`src/rtl/fpu_mul16_iterative_pkg.sv`:
```
// rtl/fpu_mul16_iterative_pkg.sv - shared FP16 types and constants for the iterative multiplier
package fpu_mul16_iterative_pkg;

  localparam int FP16_EXPW  = 5;
  localparam int FP16_FRACW = 10;
  localparam int FP16_BIAS  = 15;

  localparam logic [15:0] FP16_QNAN = 16'h7E00;

  typedef struct packed {
    logic                  sign;
    logic [FP16_EXPW-1:0]  exp;
    logic [FP16_FRACW-1:0] frac;
  } fp16_t;

  typedef enum logic [1:0] {
    IDLE = 2'd0,
    MULT = 2'd1,
    DONE = 2'd2
  } mulState_t;

  // Effective exponent: subnormals share the exponent of the smallest normal.
  function automatic logic [FP16_EXPW-1:0] eff_exp(input fp16_t x);
    return (x.exp == '0) ? FP16_EXPW'(1) : x.exp;
  endfunction

endpackage

```
`src/rtl/fpu_mul16_iterative_if.sv`:
```
// rtl/fpu_mul16_iterative_if.sv - operand/result handshake bundle of the FP16 multiplier
interface fpu_mul16_iterative_if #(
  parameter int PFW = 20
);

  logic           inValid;
  logic           inReady;
  logic [15:0]    fpuIn1;
  logic [15:0]    fpuIn2;
  logic           outValid;
  logic           outReady;
  logic           unnormSign;
  logic [1:0]     unnormInt;
  logic [PFW-1:0] unnormFrac;
  logic [4:0]     unnormExp;
  logic           sticky;
  logic           expOverflow;
  logic           expUnderflow;
  logic           isSpecial;
  logic [15:0]    specialResult;
  logic           invalid;

  // Upstream/downstream side: supplies operands and consumes the result.
  modport master (
    output inValid, fpuIn1, fpuIn2, outReady,
    input  inReady, outValid, unnormSign, unnormInt, unnormFrac, unnormExp,
    input  sticky, expOverflow, expUnderflow, isSpecial, specialResult, invalid
  );

  // Multiplier side.
  modport slave (
    input  inValid, fpuIn1, fpuIn2, outReady,
    output inReady, outValid, unnormSign, unnormInt, unnormFrac, unnormExp,
    output sticky, expOverflow, expUnderflow, isSpecial, specialResult, invalid
  );

endinterface

```
`src/rtl/fpu_mul16_special.sv`:
```
// rtl/fpu_mul16_special.sv - classifies FP16 operands and forms the bypass result
module fpu_mul16_special
  import fpu_mul16_iterative_pkg::*;
(
  input  fp16_t       op_a,
  input  fp16_t       op_b,
  output logic        is_special,
  output logic        invalid,
  output logic [15:0] special_result
);

  logic a_nan, a_inf, a_zero;
  logic b_nan, b_inf, b_zero;
  logic res_sign;

  // Operand classes; anything not listed here takes the iterative path.
  always_comb begin
    a_nan    = (op_a.exp == '1) && (op_a.frac != '0);
    a_inf    = (op_a.exp == '1) && (op_a.frac == '0);
    a_zero   = (op_a.exp == '0) && (op_a.frac == '0);
    b_nan    = (op_b.exp == '1) && (op_b.frac != '0);
    b_inf    = (op_b.exp == '1) && (op_b.frac == '0);
    b_zero   = (op_b.exp == '0) && (op_b.frac == '0);
    res_sign = op_a.sign ^ op_b.sign;
  end

  // Bypass result priority: NaN / inf*0 first, then infinity, then zero.
  always_comb begin
    is_special     = a_nan | a_inf | a_zero | b_nan | b_inf | b_zero;
    invalid        = 1'b0;
    special_result = 16'h0000;
    if (a_nan || b_nan || (a_inf && b_zero) || (a_zero && b_inf)) begin
      invalid        = 1'b1;
      special_result = FP16_QNAN;
    end else if (a_inf || b_inf) begin
      special_result = {res_sign, 5'h1F, 10'h000};
    end else if (a_zero || b_zero) begin
      special_result = {res_sign, 15'h0000};
    end
  end

endmodule

```
`src/rtl/fpu_mul16_iterative.sv`:
```
// rtl/fpu_mul16_iterative.sv - radix-2 shift-add FP16 multiplier feeding the normalizer
module fpu_mul16_iterative
  import fpu_mul16_iterative_pkg::*;
#(
  parameter int PFW  = 2 * FP16_FRACW,
  parameter int CNTW = 4
) (
  input logic                   clock,
  input logic                   reset,
  fpu_mul16_iterative_if.slave  bus
);

  localparam int ACCW = PFW + 2;
  localparam int SIGW = FP16_FRACW + 1;
  localparam logic [CNTW-1:0] LAST_ITER = CNTW'(FP16_FRACW);

  fp16_t op_a, op_b;
  assign op_a = fp16_t'(bus.fpuIn1);
  assign op_b = fp16_t'(bus.fpuIn2);

  logic        spec_is_special;
  logic        spec_invalid;
  logic [15:0] spec_result;

  fpu_mul16_special u_special (
    .op_a           (op_a),
    .op_b           (op_b),
    .is_special     (spec_is_special),
    .invalid        (spec_invalid),
    .special_result (spec_result)
  );

  mulState_t         state_q, state_d;
  logic [CNTW-1:0]   cnt_q, cnt_d;
  logic [ACCW-1:0]   acc_q, acc_d;
  logic [ACCW-1:0]   mcand_q, mcand_d;
  logic [SIGW-1:0]   mplier_q, mplier_d;
  logic signed [6:0] exp_sum_q, exp_sum_d;
  logic              sign_q, sign_d;
  logic              is_special_q, is_special_d;
  logic              invalid_q, invalid_d;
  logic [15:0]       special_result_q, special_result_d;

  logic [SIGW-1:0]   sig_a, sig_b;
  logic              accept;

  always_comb begin
    sig_a  = {(op_a.exp != '0), op_a.frac};
    sig_b  = {(op_b.exp != '0), op_b.frac};
    accept = (state_q == IDLE) && bus.inValid;
  end

  // Next-state: operand capture, one shift-add step per MULT cycle, retirement.
  always_comb begin
    state_d          = state_q;
    cnt_d            = cnt_q;
    acc_d            = acc_q;
    mcand_d          = mcand_q;
    mplier_d         = mplier_q;
    exp_sum_d        = exp_sum_q;
    sign_d           = sign_q;
    is_special_d     = is_special_q;
    invalid_d        = invalid_q;
    special_result_d = special_result_q;
    case (state_q)
      IDLE: begin
        if (accept) begin
          sign_d = op_a.sign ^ op_b.sign;
          acc_d  = '0;
          cnt_d  = '0;
          if (spec_is_special) begin
            is_special_d     = 1'b1;
            invalid_d        = spec_invalid;
            special_result_d = spec_result;
            exp_sum_d        = '0;
            state_d          = DONE;
          end else begin
            is_special_d     = 1'b0;
            invalid_d        = 1'b0;
            special_result_d = '0;
            mcand_d          = ACCW'(sig_a);
            mplier_d         = sig_b;
            exp_sum_d        = $signed({2'b00, eff_exp(op_a)})
                             + $signed({2'b00, eff_exp(op_b)})
                             - 7'sd15;
            state_d          = MULT;
          end
        end
      end
      MULT: begin
        if (mplier_q[0]) begin
          acc_d = acc_q + mcand_q;
        end
        mcand_d  = mcand_q << 1;
        mplier_d = mplier_q >> 1;
        cnt_d    = cnt_q + 1'b1;
        if (cnt_q == LAST_ITER) begin
          state_d = DONE;
        end
      end
      DONE: begin
        if (bus.outReady) begin
          is_special_d     = 1'b0;
          invalid_d        = 1'b0;
          special_result_d = '0;
          state_d          = IDLE;
        end
      end
      default: begin
        state_d = IDLE;
      end
    endcase
  end

  // State and datapath registers; an asynchronous reset drops any in-flight op.
  always_ff @(posedge clock or posedge reset) begin
    if (reset) begin
      state_q          <= IDLE;
      cnt_q            <= '0;
      acc_q            <= '0;
      mcand_q          <= '0;
      mplier_q         <= '0;
      exp_sum_q        <= '0;
      sign_q           <= 1'b0;
      is_special_q     <= 1'b0;
      invalid_q        <= 1'b0;
      special_result_q <= '0;
    end else begin
      state_q          <= state_d;
      cnt_q            <= cnt_d;
      acc_q            <= acc_d;
      mcand_q          <= mcand_d;
      mplier_q         <= mplier_d;
      exp_sum_q        <= exp_sum_d;
      sign_q           <= sign_d;
      is_special_q     <= is_special_d;
      invalid_q        <= invalid_d;
      special_result_q <= special_result_d;
    end
  end

  // Result presentation: everything is forced to zero outside DONE.
  always_comb begin
    bus.inReady       = (state_q == IDLE);
    bus.outValid      = 1'b0;
    bus.unnormSign    = 1'b0;
    bus.unnormInt     = 2'b00;
    bus.unnormFrac    = '0;
    bus.unnormExp     = 5'd0;
    bus.sticky        = 1'b0;
    bus.expOverflow   = 1'b0;
    bus.expUnderflow  = 1'b0;
    bus.isSpecial     = 1'b0;
    bus.specialResult = 16'h0000;
    bus.invalid       = 1'b0;
    if (state_q == DONE) begin
      bus.outValid      = 1'b1;
      bus.unnormSign    = sign_q;
      bus.isSpecial     = is_special_q;
      bus.specialResult = special_result_q;
      bus.invalid       = invalid_q;
      if (!is_special_q) begin
        bus.unnormInt  = acc_q[ACCW-1:PFW];
        bus.unnormFrac = acc_q[PFW-1:0];
        if (exp_sum_q >= 7'sd31) begin
          bus.unnormExp   = 5'd31;
          bus.expOverflow = 1'b1;
        end else if (exp_sum_q <= 7'sd0) begin
          bus.unnormExp    = 5'd0;
          bus.expUnderflow = 1'b1;
        end else begin
          bus.unnormExp = exp_sum_q[4:0];
        end
      end
    end
  end

endmodule

```
`src/flat_wrapper.sv`:
```
// flat-port wrapper written by rule: the top's interface ports become plain ports
module fpu_mul16_iterative_flat import fpu_mul16_iterative_pkg::*;
#(
  parameter int PFW  = 2 * FP16_FRACW,
  parameter int CNTW = 4
)
  (clock, reset, bus_inValid, bus_fpuIn1, bus_fpuIn2, bus_outReady, bus_inReady, bus_outValid, bus_unnormSign, bus_unnormInt, bus_unnormFrac, bus_unnormExp, bus_sticky, bus_expOverflow, bus_expUnderflow, bus_isSpecial, bus_specialResult, bus_invalid);
  fpu_mul16_iterative_if #(.PFW(PFW)) bus_i ();
  input logic clock;
  input logic reset;
  input wire logic [$bits(bus_i.inValid)-1:0] bus_inValid;
  input wire logic [$bits(bus_i.fpuIn1)-1:0] bus_fpuIn1;
  input wire logic [$bits(bus_i.fpuIn2)-1:0] bus_fpuIn2;
  input wire logic [$bits(bus_i.outReady)-1:0] bus_outReady;
  output wire logic [$bits(bus_i.inReady)-1:0] bus_inReady;
  output wire logic [$bits(bus_i.outValid)-1:0] bus_outValid;
  output wire logic [$bits(bus_i.unnormSign)-1:0] bus_unnormSign;
  output wire logic [$bits(bus_i.unnormInt)-1:0] bus_unnormInt;
  output wire logic [$bits(bus_i.unnormFrac)-1:0] bus_unnormFrac;
  output wire logic [$bits(bus_i.unnormExp)-1:0] bus_unnormExp;
  output wire logic [$bits(bus_i.sticky)-1:0] bus_sticky;
  output wire logic [$bits(bus_i.expOverflow)-1:0] bus_expOverflow;
  output wire logic [$bits(bus_i.expUnderflow)-1:0] bus_expUnderflow;
  output wire logic [$bits(bus_i.isSpecial)-1:0] bus_isSpecial;
  output wire logic [$bits(bus_i.specialResult)-1:0] bus_specialResult;
  output wire logic [$bits(bus_i.invalid)-1:0] bus_invalid;
  assign bus_i.inValid = bus_inValid;
  assign bus_i.fpuIn1 = bus_fpuIn1;
  assign bus_i.fpuIn2 = bus_fpuIn2;
  assign bus_i.outReady = bus_outReady;
  assign bus_inReady = bus_i.inReady;
  assign bus_outValid = bus_i.outValid;
  assign bus_unnormSign = bus_i.unnormSign;
  assign bus_unnormInt = bus_i.unnormInt;
  assign bus_unnormFrac = bus_i.unnormFrac;
  assign bus_unnormExp = bus_i.unnormExp;
  assign bus_sticky = bus_i.sticky;
  assign bus_expOverflow = bus_i.expOverflow;
  assign bus_expUnderflow = bus_i.expUnderflow;
  assign bus_isSpecial = bus_i.isSpecial;
  assign bus_specialResult = bus_i.specialResult;
  assign bus_invalid = bus_i.invalid;
  fpu_mul16_iterative #(.PFW(PFW), .CNTW(CNTW)) u_core (.clock(clock), .reset(reset), .bus(bus_i));
endmodule
```
`config.mk`:
```
export PLATFORM = sky130hd
export DESIGN_NAME = fpu_mul16_iterative_flat
export DESIGN_NICKNAME = d
export VERILOG_FILES = /design/src/rtl/fpu_mul16_iterative_pkg.sv /design/src/rtl/fpu_mul16_iterative_if.sv /design/src/rtl/fpu_mul16_special.sv /design/src/rtl/fpu_mul16_iterative.sv /design/src/flat_wrapper.sv
export SDC_FILE = /design/constraint.sdc
export NUM_CORES = 1
export LEC_CHECK = 0
export CORE_UTILIZATION = 58
export CTS_CLUSTER_SIZE = 20
export DETAILED_ROUTE_END_ITERATION = 6
export PLACE_DENSITY = 0.87
export SETUP_SLACK_MARGIN = 0.2
export SLEW_MARGIN = 25
export SYNTH_ARGS = -nofsm -noshare
export SYNTH_HDL_FRONTEND = slang
export SYNTH_SLANG_ARGS = --single-unit
```
`constraint.sdc`:
```
create_clock -name clock -period 5.5 [get_ports clock]
set_input_delay 1.1 -clock clock [delete_from_list [all_inputs] [get_ports clock]]
set_output_delay 1.1 -clock clock [all_outputs]
set_load 0.1 [all_outputs]
```
# Word level (Yosys, flattened, before mapping)

Index checks and enable logic that the tools add are counted.

Add/subtract/negate cells: 4
$lt $le $gt $ge: 2
Eq/ne operators: 10
Mux-type cells: 54
Bitwise logic cells: 6
Reductions and logical operators: 31

Operator list:

| operator                                                              | number |
|---|---|
| 16-bit two-way mux                                                    | 7 |
| 22-bit two-way mux                                                    | 4 |
| 22-bit case mux with 2 select lines                                   | 2 |
| 20-bit two-way mux                                                    | 2 |
| 16-bit case mux with 2 select lines                                   | 1 |
| 5-bit two-way mux                                                     | 6 |
| 22-bit adder                                                          | 1 |
| 11-bit two-way mux                                                    | 2 |
| 11-bit case mux with 2 select lines                                   | 1 |
| 10-bit zero test                                                      | 2 |
| 10-bit nonzero test                                                   | 2 |
| 1-bit two-way mux                                                     | 17 |
| 2-bit two-way mux                                                     | 6 |
| 3-bit AND reduction                                                   | 4 |
| 5-bit == test, second input constant                                  | 2 |
| 5-bit zero test                                                       | 2 |
| 5-bit nonzero test                                                    | 2 |
| 1-bit logical AND                                                     | 9 |
| 4-bit case mux with 2 select lines                                    | 1 |
| 7-bit by 6-bit >= comparator with 1-bit output, second input constant | 1 |
| 7-bit by 1-bit <= comparator with 1-bit output, second input constant | 1 |
| 7-bit two-way mux                                                     | 1 |
| 7-bit by 5-bit subtractor with 7-bit output, second input constant    | 1 |
| 5-bit by 5-bit adder with 6-bit output                                | 1 |
| 15 further kinds                                                      | 29 |

Bits in registers: 87
Input port bits: 36
Output and inout bits: 51
Logic and storage cells: 117

# Logic depth before layout (Yosys ltp)

Depth after elaboration: 10
Gate-level depth with buffers: 13
Mapped depth without buffers: 13

# Modules after synthesis

A second synthesis with hierarchy kept.

Cells, all modules: 594
Area, all modules: 5,450.2 um^2

Modules (own cells, without submodules):

| module              | times used | cells each | area an instance (um^2) | seq. area each (um^2) |
|---|---|---|---|---|
| fpu_mul16_iterative | 1          | 553        | 5,165.0                 | 2,177.1 |
| fpu_mul16_special   | 1          | 41         | 285.3                   | 0.0 |

# Worst setup path before layout

Ideal clock, no wire load.

Kind: register to output
Start point: reg u_core.state_q[0]
End point: out bus_expOverflow
Arrival time: 3.727 ns
Required time: 4.400 ns
Setup slack: 0.673 ns
Cell stages (with the launch flop): 6
Path buffers: 1
Cells stage by stage: dfrtp_1 > clkbuf_1 > nand2b_1 > inv_1 > nand2b_1 > nor3_1

Longest elaborated chain between the ends: 2

Ends and longest elaborated chain:

| item                     | line                       | source |
|---|---|---|
| start: declaration       | fpu_mul16_iterative.sv:33  | `mulState_t state_q, state_d;` |
| start signal: assignment | fpu_mul16_iterative.sv:129 | `state_q <= state_d;` |
| 2-bit == test            | fpu_mul16_iterative.sv:156 | `if (state_q == DONE) begin` |
| 1-bit two-way mux        | fpu_mul16_iterative.sv:156 |  |
| end: declaration         | flat_wrapper.sv:22         | `output wire logic [$bits(bus_i.expOverflow)-1:0] bus_expOverflow;` |

Every way passes these cells.

# Final worst setup path

Start point: reg u_core.state_q[0]
End point: out bus_unnormFrac[13]

Longest elaborated chain between the ends: 2

Ends and longest elaborated chain:

| item               | line                       | source |
|---|---|---|
| 2-bit == test      | fpu_mul16_iterative.sv:156 |  |
| 20-bit two-way mux | fpu_mul16_iterative.sv:156 |  |
| end: declaration   | flat_wrapper.sv:19         | `output wire logic [$bits(bus_i.unnormFrac)-1:0] bus_unnormFrac;` |

Every way passes these cells.

==> impl_results.md <==
* Wire per inst at 15.4 um
* Fillers at 617
* Crit path max-delay family: buffers and inverters
* CP Capture Type: output port
* Crit-path max FO at 21
* Layout cell share with drive strength beyond 1 at 7.90%
* Syn Area/Cell at 8.76 um^2
* R2R cell count at 9
* Post-synth ARST share at 100%
* Num ports at 87
* Fin crit period at 4110 ps
* Fin util at 71.2%
* Largest net degree at the start of global routing at 40
* GR Layer Usage met2 at 45.6%
* Nets at 683
* Syn Inst Count at 559
* Routed Antenna Nets at 0
* Cts bufs inserted at 9
* Worst-path clk slew at 80 ps
* CTS tree: done
* Synth unique cells at 61
* Top achievable clock speed at 243 MHz
* Synthesis Warnings at 0
* Area after DPL at 5610 um^2
* Top cells by area, synth: dfrtp_1 (37%), ha_1 (7.4%), nand2_1 (7.1%)
* Number of global-route vias before repair at 3999
* Setup TNS at 0 ps
* Design Area, Final at 5820 um^2
* Clock Skews at 9.61 ps
* Seq cells post-synth at 73
* Worst setup SP type: flop
* Met3 usage at 5.58%
* CTS Buffer Depth at 2
* Worst path cell trace: nand2b_1 -> nor2_2 -> and2_1 -> clkdlybuf4s50_1
* Initial Util at 59.9%
* Top cell type's share of synthesized area at 37.3%
* Synth-to-layout area growth at 19.0%
* # DRC at 2
* Vias at 4288
* RSZ-0062 raised after global routing: no
* Vias per inst at 5.91
* Critical Path Slowest Stage Cell: clkdlybuf4s50_1
* Gp weighted congestion at 0.864
* Clk Latency, worst-skew pair at 350 ps
* Commonest cells in the netlist: nand2_1 (93), dfrtp_1 (73), nor2_1 (51)
* Rows at 33
* Headroom to the max-slew limit at 32.7%
* Worst-Margin Slew at 1010 ps
* Power density over the cells at 553 nW/um^2
* Pre-CTS WS at 1450 ps
* Antenna violations before repair at 0
* Outcome: finished, violations left
* Worst path depth at 4
* Clk root buf: clkbuf_8
* Req. time, crit path at 4400 ps
* Final worst setup slack at 1390 ps
* Most Crowded Layer GR: met2
* H-tree level count at 3
* Crit path kind: reg -> out
* Buf+Inv Stages, Crit Path at 1
* Die Wd at 93.9 um
* Crit path largest cell delay at 1130 ps
* Core ar. at 8180 um^2
* Reg2reg start: u_core.mcand_q[0]
* Non-Filler Instances at 725
* EDFF count, synth at 0
* Hold violation count in the final report at 0
* Hold_buf cts at 0
* Max VDD drop at 279 uV
* Die ar. at 8810 um^2
* Grt ovf at 0
* Pins over their slew limit at 0
* Detailed placer's ending HPWL at 8260 um
* Clock sinks at 73
* Dominant synthesized flop cell: dfrtp_1
* Mapped Area at 4890 um^2
* First-pass GRT wire length at 18400 um
* Power Total at 3.22 mW
* Cells after DPL at 710
* Sequential area share after synthesis at 37.3%
* Post-CTS Resized at 0
* Setup crit end: bus_unnormFrac[13]
* Final Cycle Share at 74.7%
* Leading area contributor after synthesis: dfrtp_1
* Minimum hold slack at 483 ps
* Crit path DAT at 3010 ps
* Max-cap viol count at 0
* Leakage dissipation at 2.54 nW
* Endpoints failing setup at 0
* Setup Fix Bufs, Post-CTS at 0
* Drt initial violations at 301
* Hold WC Path Type: reg -> reg
* DRT Pass-1 Iters at 7
* Chip height at 93.9 um
* Port bufs at 76
* Routed WL at 11200 um
* Most common cell in the synthesized netlist: nand2_1
* Failing checks: DRC
* M1 GR Usage at 33.6%
* GRT Util Overall at 26.8%
* RR Endpoint: u_core.acc_q[16]
* Worst Setup SP: u_core.state_q[0]
* R2R setup slack at 2800 ps
* Antenna diodes at 0
==> metal layers <==
metal  routed length, um  vias to the layer above
met5                   0                        -
met2                5600                      148
met4                 261                        0
li1                    -                     2058
met1                4700                     2058
met3                 629                       24
==> flip-flops by register name (all words and copies together), names as in the netlist <==
register                 count
u_core.mcand_q              22
u_core.sign_q                1
u_core.cnt_q                 4
u_core.mplier_q             11
u_core.acc_q                22
u_core.is_special_q          1
u_core.state_q               2
u_core.special_result_q      3
u_core.exp_sum_q             7
==> final cells by class <==
class	instances	area [um^2]	area share, %
Inverter	13	48.8	0.838
Tap cell	105	131	2.26
Timing Repair Buffer	80	791	13.6
Sequential cell	73	1830	31.4
Clock inverter	6	83.8	1.44
Multi-Input combinational cell	439	2820	48.4
Clock buffer	9	124	2.13
==> cells in the final DEF (no fill, tap or decap), types with 3 or more instances in the layout <==
cell	n
nand2_1	93
clkdlybuf4s50_1	76
dfrtp_1	73
nor2_1	50
ha_1	29
and2_1	26
o21ai_0	23
a31oi_1	22
a21oi_1	21
a22o_1	19
xor2_1	14
inv_1	12
nand3_1	11
xnor2_1	10
conb_1	10
clkbuf_8	9
nor4_1	8
nand2b_1	7
o21a_1	7
o31ai_1	7
o21ai_1	7
nor3_1	6
and3_1	5
a21o_1	4
o21bai_1	4
nand4_1	4
buf_4	4
a211oi_2	3
and2_2	3
nor2b_1	3
o22ai_1	3
clkinv_2	3
==> kinds of logic after synthesis <==
logic type	synth area share, %
buf+inv	5.98
fa+ha+maj	8.23
xor+xnor	4.29
compound gates	20.8
flops	37.3
simple gates	23.3
other cells	0.0766
==> how the worst min path moves through the flow <==
| stage | startpoint | to | slack (ps) | depth (start not counted) |
|---|---|---|---|---|
| floorplan | u_core.special_result_q[15] | u_core.special_result_q[15] | 430 | 2 |
| global placement | u_core.sign_q | u_core.sign_q | 450 | 2 |
| detailed placement | u_core.sign_q | u_core.sign_q | 460 | 2 |
| CTS | u_core.sign_q | u_core.sign_q | 480 | 2 |
| global route | u_core.sign_q | u_core.sign_q | 520 | 2 |
| finish | u_core.sign_q | u_core.sign_q | 480 | 2 |
==> where the power goes <==
group / leakage, nW / total, mW / internal [mW] / switching, mW
registers: 0.918 / 1.01 / 0.780 / 0.227
logic: 1.51 / 1.76 / 0.704 / 1.05
clock network: 0.109 / 0.458 / 0.251 / 0.207
==> worst register-to-register path: cells and delay by family, from the launching register on <==
family	cells	cell delay, ps
compound gates	6	1330
fa+ha+maj	2	650
flops	1	420
xor+xnor	1	180
No activity file was read; power rests on OpenSTA's default activity.
